## config.mk

```make
export PLATFORM = sky130hd
export DESIGN_NAME = fifo_sync_param
export DESIGN_NICKNAME = d
export VERILOG_FILES = /design/src/rtl/fifo_pkg.sv /design/src/rtl/fifo_ram_dp.sv /design/src/rtl/fifo_sync_param.sv
export SDC_FILE = /design/constraint.sdc
export NUM_CORES = 1
export LEC_CHECK = 0
export BUFFER_PORTS_ARGS = -buffer_cell sky130_fd_sc_hd__clkbuf_2
export CAP_MARGIN = 5
export CORE_ASPECT_RATIO = 0.7
export CORE_UTILIZATION = 23
export DETAILED_ROUTE_END_ITERATION = 8
export GPL_TIMING_DRIVEN = 0
export HOLD_SLACK_MARGIN = 0.1
export PLACE_DENSITY = 0.35
export SETUP_SLACK_MARGIN = 0.05
export SLEW_MARGIN = 10
export SYNTH_ARGS = -nofsm -noshare
export SYNTH_HDL_FRONTEND = slang
export SYNTH_SLANG_ARGS = --single-unit
```

## constraint.sdc

```tcl
create_clock -name clk -period 5.05 [get_ports clk]
set_input_delay 0.505 -clock clk [delete_from_list [all_inputs] [get_ports clk]]
set_output_delay 0.505 -clock clk [all_outputs]
set_load 0.02 [all_outputs]
```

## src/rtl/fifo_pkg.sv

```systemverilog
// Shared definitions for the single-clock FIFO family: read-mode encodings
// and sizing helpers.
`ifndef FIFO_CNT_W
`define FIFO_CNT_W(depth) ($clog2(depth) + 1)
`endif

package fifo_pkg;
  localparam int FIFO_MODE_STD  = 0;
  localparam int FIFO_MODE_FWFT = 1;

  function automatic int clog2(input int n);
    int r;
    r = 0;
    while ((1 << r) < n) r++;
    return r;
  endfunction
endpackage

```

## src/rtl/fifo_ram_dp.sv

```systemverilog
// FIFO storage: synchronous write, asynchronous read. The array has no reset,
// so a flush leaves old samples in place.
module fifo_ram_dp import fifo_pkg::*; #(
  parameter  int WIDTH = 32,
  parameter  int DEPTH = 16,
  localparam int AW    = clog2(DEPTH)
) (
  input  logic             clk,
  input  logic             we,
  input  logic [AW-1:0]    waddr,
  input  logic [WIDTH-1:0] wdata,
  input  logic [AW-1:0]    raddr,
  output logic [WIDTH-1:0] rdata
);
  logic [WIDTH-1:0] mem [DEPTH];

  always_ff @(posedge clk)
    if (we) mem[waddr] <= wdata;

  assign rdata = mem[raddr];
endmodule

```

## src/rtl/fifo_sync_param.sv

```systemverilog
// Parametrised single-clock FIFO with standard or first-word-fall-through
// read, threshold flags, occupancy count, flush and sticky error flags.
module fifo_sync_param import fifo_pkg::*; #(
  parameter  int WIDTH    = 32,
  parameter  int DEPTH    = 16,
  parameter  int AF_LEVEL = DEPTH - 4,
  parameter  int AE_LEVEL = 2,
  parameter  int MODE     = FIFO_MODE_STD,
  localparam int AW       = clog2(DEPTH),
  localparam int CW       = AW + 1
) (
  input  logic             clk,
  input  logic             reset,
  input  logic             clear,
  input  logic             req_put,
  input  logic [WIDTH-1:0] data_put,
  input  logic             req_get,
  output logic [WIDTH-1:0] data_get,
  output logic             full_out,
  output logic             empty_out,
  output logic             almost_full_out,
  output logic             almost_empty_out,
  output logic [CW-1:0]    count_out,
  output logic             overflow_out,
  output logic             underflow_out
);
  localparam logic [CW-1:0] FULL_C = CW'(DEPTH);
  localparam logic [CW-1:0] AF_C   = CW'(AF_LEVEL);
  localparam logic [CW-1:0] AE_C   = CW'(AE_LEVEL);

  if (!(AE_LEVEL < AF_LEVEL && AF_LEVEL <= DEPTH) || DEPTH < 4 || (1 << AW) != DEPTH)
  begin : g_bad_param
    $fatal(1, "fifo_sync_param: illegal DEPTH/AF_LEVEL/AE_LEVEL combination");
  end

  logic [AW-1:0]    wr_ptr, rd_ptr;
  logic [CW-1:0]    count;
  logic [WIDTH-1:0] head;
  logic             do_put, do_get;

  // Occupancy alone decides full/empty; pointers are free-running mod DEPTH.
  assign full_out         = (count == FULL_C);
  assign empty_out        = (count == '0);
  assign almost_full_out  = (count >= AF_C);
  assign almost_empty_out = (count <= AE_C);
  assign count_out        = count;

  assign do_put = req_put && !full_out  && !clear;
  assign do_get = req_get && !empty_out && !clear;

  always_ff @(posedge clk or posedge reset) begin
    if (reset) begin
      wr_ptr        <= '0;
      rd_ptr        <= '0;
      count         <= '0;
      overflow_out  <= 1'b0;
      underflow_out <= 1'b0;
    end else if (clear) begin
      wr_ptr        <= '0;
      rd_ptr        <= '0;
      count         <= '0;
      overflow_out  <= 1'b0;
      underflow_out <= 1'b0;
    end else begin
      if (do_put) wr_ptr <= wr_ptr + AW'(1);
      if (do_get) rd_ptr <= rd_ptr + AW'(1);
      case ({do_put, do_get})
        2'b10:   count <= count + CW'(1);
        2'b01:   count <= count - CW'(1);
        default: ;
      endcase
      if (req_put && full_out)  overflow_out  <= 1'b1;
      if (req_get && empty_out) underflow_out <= 1'b1;
    end
  end

  fifo_ram_dp #(.WIDTH(WIDTH), .DEPTH(DEPTH)) u_ram (
    .clk  (clk),
    .we   (do_put),
    .waddr(wr_ptr),
    .wdata(data_put),
    .raddr(rd_ptr),
    .rdata(head)
  );

  if (MODE == FIFO_MODE_FWFT) begin : g_fwft
    assign data_get = empty_out ? '0 : head;
  end else begin : g_std
    logic [WIDTH-1:0] data_q;
    always_ff @(posedge clk or posedge reset) begin
      if (reset)       data_q <= '0;
      else if (clear)  data_q <= '0;
      else if (do_get) data_q <= head;
    end
    assign data_get = data_q;
  end
endmodule

```

==> qor.txt, run 1 <==
Sequential area share after synthesis: 76.4%
EDFF count, synth: 512
Critical path required time: 5.57 ns
Warnings, synthesis: 0
Pin count of the biggest net entering global routing: 34
Slowest cell on crit path: clkbuf_1
Top Family by Delay on Critical Path: buffers and inverters
Dpl hpwl: 40.7 mm
CTS tree: done
Compound-Gate Fraction of Synth Area: 3.90%
Clock Root Buffer: clkbuf_16
CP max FO: 10
DRT Wirelength: 61.1 mm
Die height: 259 µm
Largest family of logic cells by synthesized area: multiplexers
Reg2Reg Setup Slack: 1.60 ns
Clk sinks: 559
Rel. slew slack: 20.5%
FF+latch area: 16600 µm²
Worst-path clk slew: 0.07 ns
RR Endpoint: data_get[15]
Worst Hold Launch: req_put
Total chip power: 12000 µW
FF-to-FF Start: rd_ptr[1]
Clk_skew: 0.0242 ns
Crit path launch type: flip-flop
Gr ovfl total: 0
Hold EP: overflow_out
Top FF cell, synth: edfxtp_1
Ranking of synthesized cells by area: edfxtp_1 (71%), mux4_2 (13%), dfrtp_1 (5.4%)
I/O Pins: 80
Core Region: 92600 µm²
Cell row count: 93
Multi-input logic area: 4890 µm²
Ant. Diodes: 0
Setup-failing EPs final: 0
Worst path cell trace: buf_1 -> clkbuf_1 -> mux4_2 -> mux2i_1 -> a21oi_1 -> a22o_1
Number of global-route vias before repair: 11.3k
Worst Reg-to-Reg Cells: 6
Crit path buf inv count: 2
Htree depth: 2
Post-CTS Setup Inserts: 0
Cell Area, Synth: 21700 µm²
Final setup TNS: 0 ns
Crit end category: flip-flop
Psw: 3250 µW
Routed WL per cell: 24.8 µm
Mux cell area share after synthesis: 15.1%
Synth Register Bits: 559
Initial antenna violation count: 1
# nets final: 1231
WP data arrival: 3.97 ns
Register share of total power: 44.5%
First-pass detailed-route iteration total: 5
Worst Tran Pin Value: 1.19 ns
Avg Inst Size Synth: 21.2 µm²
Number of buffers created by CTS: 58
VDD IR max: 0.256 mV
Hold_ws: 0.250 ns
DR vias/cell: 4.31
Max cap viols: 0
Drt drc: 0
Maximum clock frequency: 290 MHz
Area grow syn2layout: 21.6%
Yosys top cell area share: 71.0%
Share of layout cells above drive strength 1: 29.4%
Simple-Gate Fraction of Synth Area: 2.31%
P_leak: 0.00830 µW
Clock Power Share: 36.6%
Max Root-Sink Buffers: 3
Synthesized-area fraction occupied by adder cells: 0.405%
Number of fill cells: 9233
Clock Latency Late Sink: 0.64 ns
Vias: 10.6k
P_int: 8730 µW
Syn Inst Count: 1019
Synth area leader: edfxtp_1
Async SR Flop Fraction: 8.41%
Hold buffer count at CTS: 1
Crit path time final: 3.45 ns
RSZ-0062 raised after global routing: false
Starting Density: 23.4%
Crit Path Class: reg2reg
Fin. Hold Viols: 0
Sw frac: 27.1%
Post-Syn Nets: 1063
Total die area: 95400 µm²
PwrDens: 455 nW/µm²
Final period util: 68.3%
Power share of the combinational group: 18.9%
XOR/XNOR Fraction of Synth Area: 0.364%
Final-report max-slew violation count: 0
First-pass GRT wire length: 87.6 mm
Tightest Hold Check Type: in2reg
Die span in x: 369 µm
GPL Wtd Cong: 0.686
Outcome: finished clean
Cts repair resizes: 0
Drt initial violations: 746
CP peak stage delay: 0.87 ns
GR Util All Layers: 12.9%
IO buf count: 78
Cell variety after synth: 46
Final ANT Viol Nets: 0
Hold path cells: 3
## cell usage in the layout, fill, tap and decap left out, types with 7 or more instances in the layout
master,n
edfxtp_1,512
mux4_2,128
clkbuf_2,78
clkbuf_16,59
dfrtp_1,47
clkbuf_1,42
a21oi_1,42
mux2i_1,35
nor2b_1,32
a211oi_1,32
a22o_1,32
buf_16,18
nor2_1,17
nor2_4,17
buf_2,15
clkinv_1,15
nand2_1,11
buf_12,11
bufinv_16,8
ha_1,7
## sequential cells by signal, indices dropped and copies added (netlist names)
register and cells:
count_out 5, underflow_out 1, wr_ptr 4, overflow_out 1
rd_ptr 4, data_get 32, u_ram.mem 512
## final cells by class
type / instances / share of cell area [%]
flip-flops and latches: 559 / 62.9
multi-input cells: 394 / 18.6
well taps: 1235 / 5.87
clock buffers: 71 / 5.78
repair buffers: 108 / 4.24
clock inverters: 33 / 1.43
plain buffers: 61 / 1.18
inverters: 5 / 0.0808
## worst reg2reg max path, stage by stage, from the launching register on
cell and delay, ns:
dfrtp_1 0.56, buf_1 0.71, clkbuf_1 0.87, mux4_2 0.42, mux2i_1 0.33, a21oi_1 0.20
a22o_1 0.25
## through the flow
stage               instances  instance area (µm²)  utilization, %  worst slack (ns)
finish                   2466                26300            28.4              1.60
global route             2466                26300            28.4              1.48
CTS                      2466                26300            28.4              1.58
detailed placement       2361                24400            26.4              1.62
global placement         2332                23600            25.5            -0.736
floorplan                1019                21700               -              1.76
## how the worst max path moves through the flow
| stage | from | endpoint | slack [ns] | cells after the start |
|---|---|---|---|---|
| final | rd_ptr[1] | data_get[15] | 1.60 | 6 |
| after global routing | rd_ptr[1] | data_get[15] | 1.48 | 6 |
| after CTS | rd_ptr[1] | data_get[15] | 1.58 | 6 |
| after detailed placement | rd_ptr[1] | data_get[15] | 1.62 | 6 |
| after global placement | req_put | u_ram.mem[7][14] | -0.74 | 5 |
| after floorplan | count_out[2] | u_ram.mem[15][0] | 1.76 | 6 |
## synth_stat cells (2+ instances only)
master / instances
buf_4: 5
a21o_1: 2
a22o_1: 32
a21oi_1: 42
xor2_1: 6
ha_1: 7
nand4_1: 2
clkbuf_1: 30
mux4_2: 128
edfxtp_1: 512
buf_2: 15
dfrtp_1: 47
mux2i_1: 35
or3_1: 2
inv_1: 5
nor2_1: 33
nor2b_1: 32
nand3_1: 3
o21a_1: 2
nand2_1: 11
buf_1: 5
xnor2_1: 3
a211oi_1: 32
buf_6: 6
## power by group through the flow
stage	Combinational (µW)	Sequential (µW)	Clock [µW]
floorplan	1370	5540	0
global placement	2290	5440	0
detailed placement	2340	5440	0
CTS	2350	5340	4520
global route	2470	5360	4700
finish	2270	5330	4380
## cell families (layout without fill, tap and decap cells)
kind of cell / Yosys count / in the layout
AO/OA/AOI/OAI: 119 / 119
XOR/XNOR: 9 / 9
flip-flops: 559 / 559
AND/OR/NAND/NOR: 94 / 94
multiplexers: 165 / 165
adder cells (fa/ha/maj): 7 / 7
buffers and inverters: 66 / 278
## layer usage
| metal | global-route usage [%] | up-vias | wire length, µm |
|---|---|---|---|
| li1 | - | 4556 | - |
| met2 | 18.9 | 234 | 26500 |
| met5 | 0 | - | 0 |
| met3 | 2.15 | 80 | 2630 |
| met4 | 2.84 | 0 | 966 |
| met1 | 19.8 | 5760 | 31000 |
No activity file was read; power rests on OpenSTA's default activity.
==> run 2: changes to the inputs <==
==> constraint.sdc (replaced) <==
create_clock -name clk -period 3.4 [get_ports clk]
set_input_delay 0.34 -clock clk [delete_from_list [all_inputs] [get_ports clk]]
set_output_delay 0.34 -clock clk [all_outputs]
set_load 0.02 [all_outputs]
==> qor.txt, run 2 (synthesis results as in run 1) <==
Outcome: finished clean
Gr ovfl total: 0 (unchanged)
Die height: 259 µm (unchanged)
Crit path time final: 3.22 ns (-0.228 ns)
Dpl cells: 2361 (unchanged)
Final worst slack: 0.180 ns (-1.42 ns)
Area grow syn2layout: 22.1%
Post-Place Setup Slack: -0.0261 ns (-1.65 ns)
Pin count of the biggest net entering global routing: 34 (unchanged)
Clk sinks: 559 (unchanged)
Starting Density: 23.4% (unchanged)
Final ANT Viol Nets: 0 (unchanged)
P_leak: 0.00835 µW (+0.60%)
Cell row count: 93 (unchanged)
Rel. slew slack: 19.6% (-0.91 points)
Crit end category: flip-flop
# nets final: 1238 (+0.57%)
First-pass detailed-route iteration total: 5 (unchanged)
Clk_skew: 0.0246 ns (+0.000440 ns)
Drt drc: 0 (unchanged)
Tightest Hold Check Type: in2reg
Core Region: 92600 µm² (unchanged)
GPL Wtd Cong: 0.686 (unchanged)
Dpl hpwl: 40.7 mm (unchanged)
GR Util All Layers: 12.9% (unchanged)
Total die area: 95400 µm² (unchanged)
DRT Wirelength: 61.1 mm (about the same)
First-pass GRT wire length: 87.6 mm (about the same)
Final period util: 94.7% (+26 points)
Die span in x: 369 µm (unchanged)
I/O Pins: 80 (unchanged)
Crit path launch type: flip-flop
Drt initial violations: 813 (+9.0%)
Ant. Diodes: 0 (unchanged)
Maximum clock frequency: 311 MHz (+7.1%)
Share of layout cells above drive strength 1: 29.6% (+0.24 points)
Setup-failing EPs final: 0 (unchanged)
Worst-path clk slew: 0.07 ns (about the same)
CTS tree: done
Initial antenna violation count: 1 (unchanged)
Routed WL per cell: 24.7 µm (-0.22%)
Total chip power: 17800 µW (+49%)
Max cap viols: 0 (unchanged)
Commonest non-fill, non-tap cell in the layout: edfxtp_1
Final-report max-slew violation count: 0 (unchanged)
Crit Path Class: reg2reg
Vias: 10.7k (+0.45%)
RSZ-0062 raised after global routing: false
Post-Layout Cell Count: 2473 (+0.28%)
CP max FO: 10 (unchanged)
Max Root-Sink Buffers: 3 (unchanged)
PwrDens: 674 nW/µm² (+48%)
Number of global-route vias before repair: 11.4k (+0.16%)
DR vias/cell: 4.32 (+0.17%)
Critical path required time: 3.91 ns (-1.66 ns)
Clock Root Buffer: clkbuf_16
WP data arrival: 3.73 ns (-0.24 ns)
Number of buffers created by CTS: 58 (unchanged)
Worst Tran Pin Value: 1.20 ns (+0.0137 ns)
Max reg flops: 512 (unchanged)
Clock Latency Late Sink: 0.64 ns (about the same)
Commonest cells after routing, fill and taps aside: edfxtp_1 (512), mux4_2 (128), clkbuf_2 (80)
IO buf count: 78 (unchanged)
Largest Register: u_ram.mem
Fin. Hold Viols: 0 (unchanged)
Number of fill cells: 9225 (-0.087%)
VDD IR max: 0.380 mV (+48%)
Htree depth: 2 (unchanged)
[run 2: final timing paths]
check                              start  cells after the start  slack [ns]                 to
min in group asynchronous          reset                      3        0.17       count_out[2]
hold reg to reg            underflow_out                      2        0.50      underflow_out
setup reg to reg               rd_ptr[1]                      6        0.18       data_get[19]
hold / removal              data_put[22]                      1        0.13  u_ram.mem[14][22]
max in group asynchronous          reset                      4        2.67       data_get[19]
setup / recovery               rd_ptr[1]                      6        0.18       data_get[19]
[run 2: where the power goes]
part / internal (µW) / switching [µW] / total (µW)
Clock: 3760 / 2740 / 6510
Sequential: 7760 / 162 / 7930
Combinational: 1450 / 1930 / 3390
Total: 13000 / 4840 / 17800
[run 2: cell type report]
cell class / instances / area [µm²] / share of cell area, %
plain buffers: 61 / 322 / 1.22
clock buffers: 71 / 1520 / 5.75
clock inverters: 33 / 375 / 1.42
inverters: 5 / 21.3 / 0.0804
multi-input cells: 394 / 4900 / 18.5
flip-flops and latches: 559 / 16600 / 62.6
well taps: 1235 / 1550 / 5.84
repair buffers: 115 / 1210 / 4.56
[run 2: critical path: stages, from the launching register on]
cell and delay, ns:
dfrtp_1 0.58, buf_1 0.70, clkbuf_1 0.86, mux4_2 0.43, mux2i_1 0.17, a21oi_1 0.11, a22o_1 0.22
[run 2: repair_timing]
action	in CTS	in global routing
cloned	0	0
hold endpoints to repair	85	0
endpoints found under the setup margin	4	34
hold buffers	6	0
buffers inserted	0	2
pin swaps	0	2
gates resized for setup	3	4
[run 2: through the flow]
| stage | hold slack [ns] | setup TNS (ns) | utilization, % | area [µm²] |
|---|---|---|---|---|
| 6_report | 0.126 | 0 | 28.5 | 26400 |
| 3_5_place_dp | 0.295 | -0.0261 | 26.4 | 24400 |
| 4_1_cts | 0.101 | 0 | 28.5 | 26400 |
| 3_3_place_gp | 0.477 | -1088.54 | 25.5 | 23600 |
| 2_1_floorplan | 0.439 | 0 | - | 21700 |
| 5_1_grt | 0.145 | 0 | 28.5 | 26400 |
[run 2: per-layer routing]
| metal | GRT usage (%) | wire length [µm] | up-vias |
|---|---|---|---|
| li1 | - | - | 4574 |
| met1 | 19.8 | 31000 | 5790 |
| met2 | 18.9 | 26500 | 233 |
| met3 | 2.15 | 2590 | 81 |
| met4 | 2.84 | 964 | 0 |
| met5 | 0 | 0 | - |
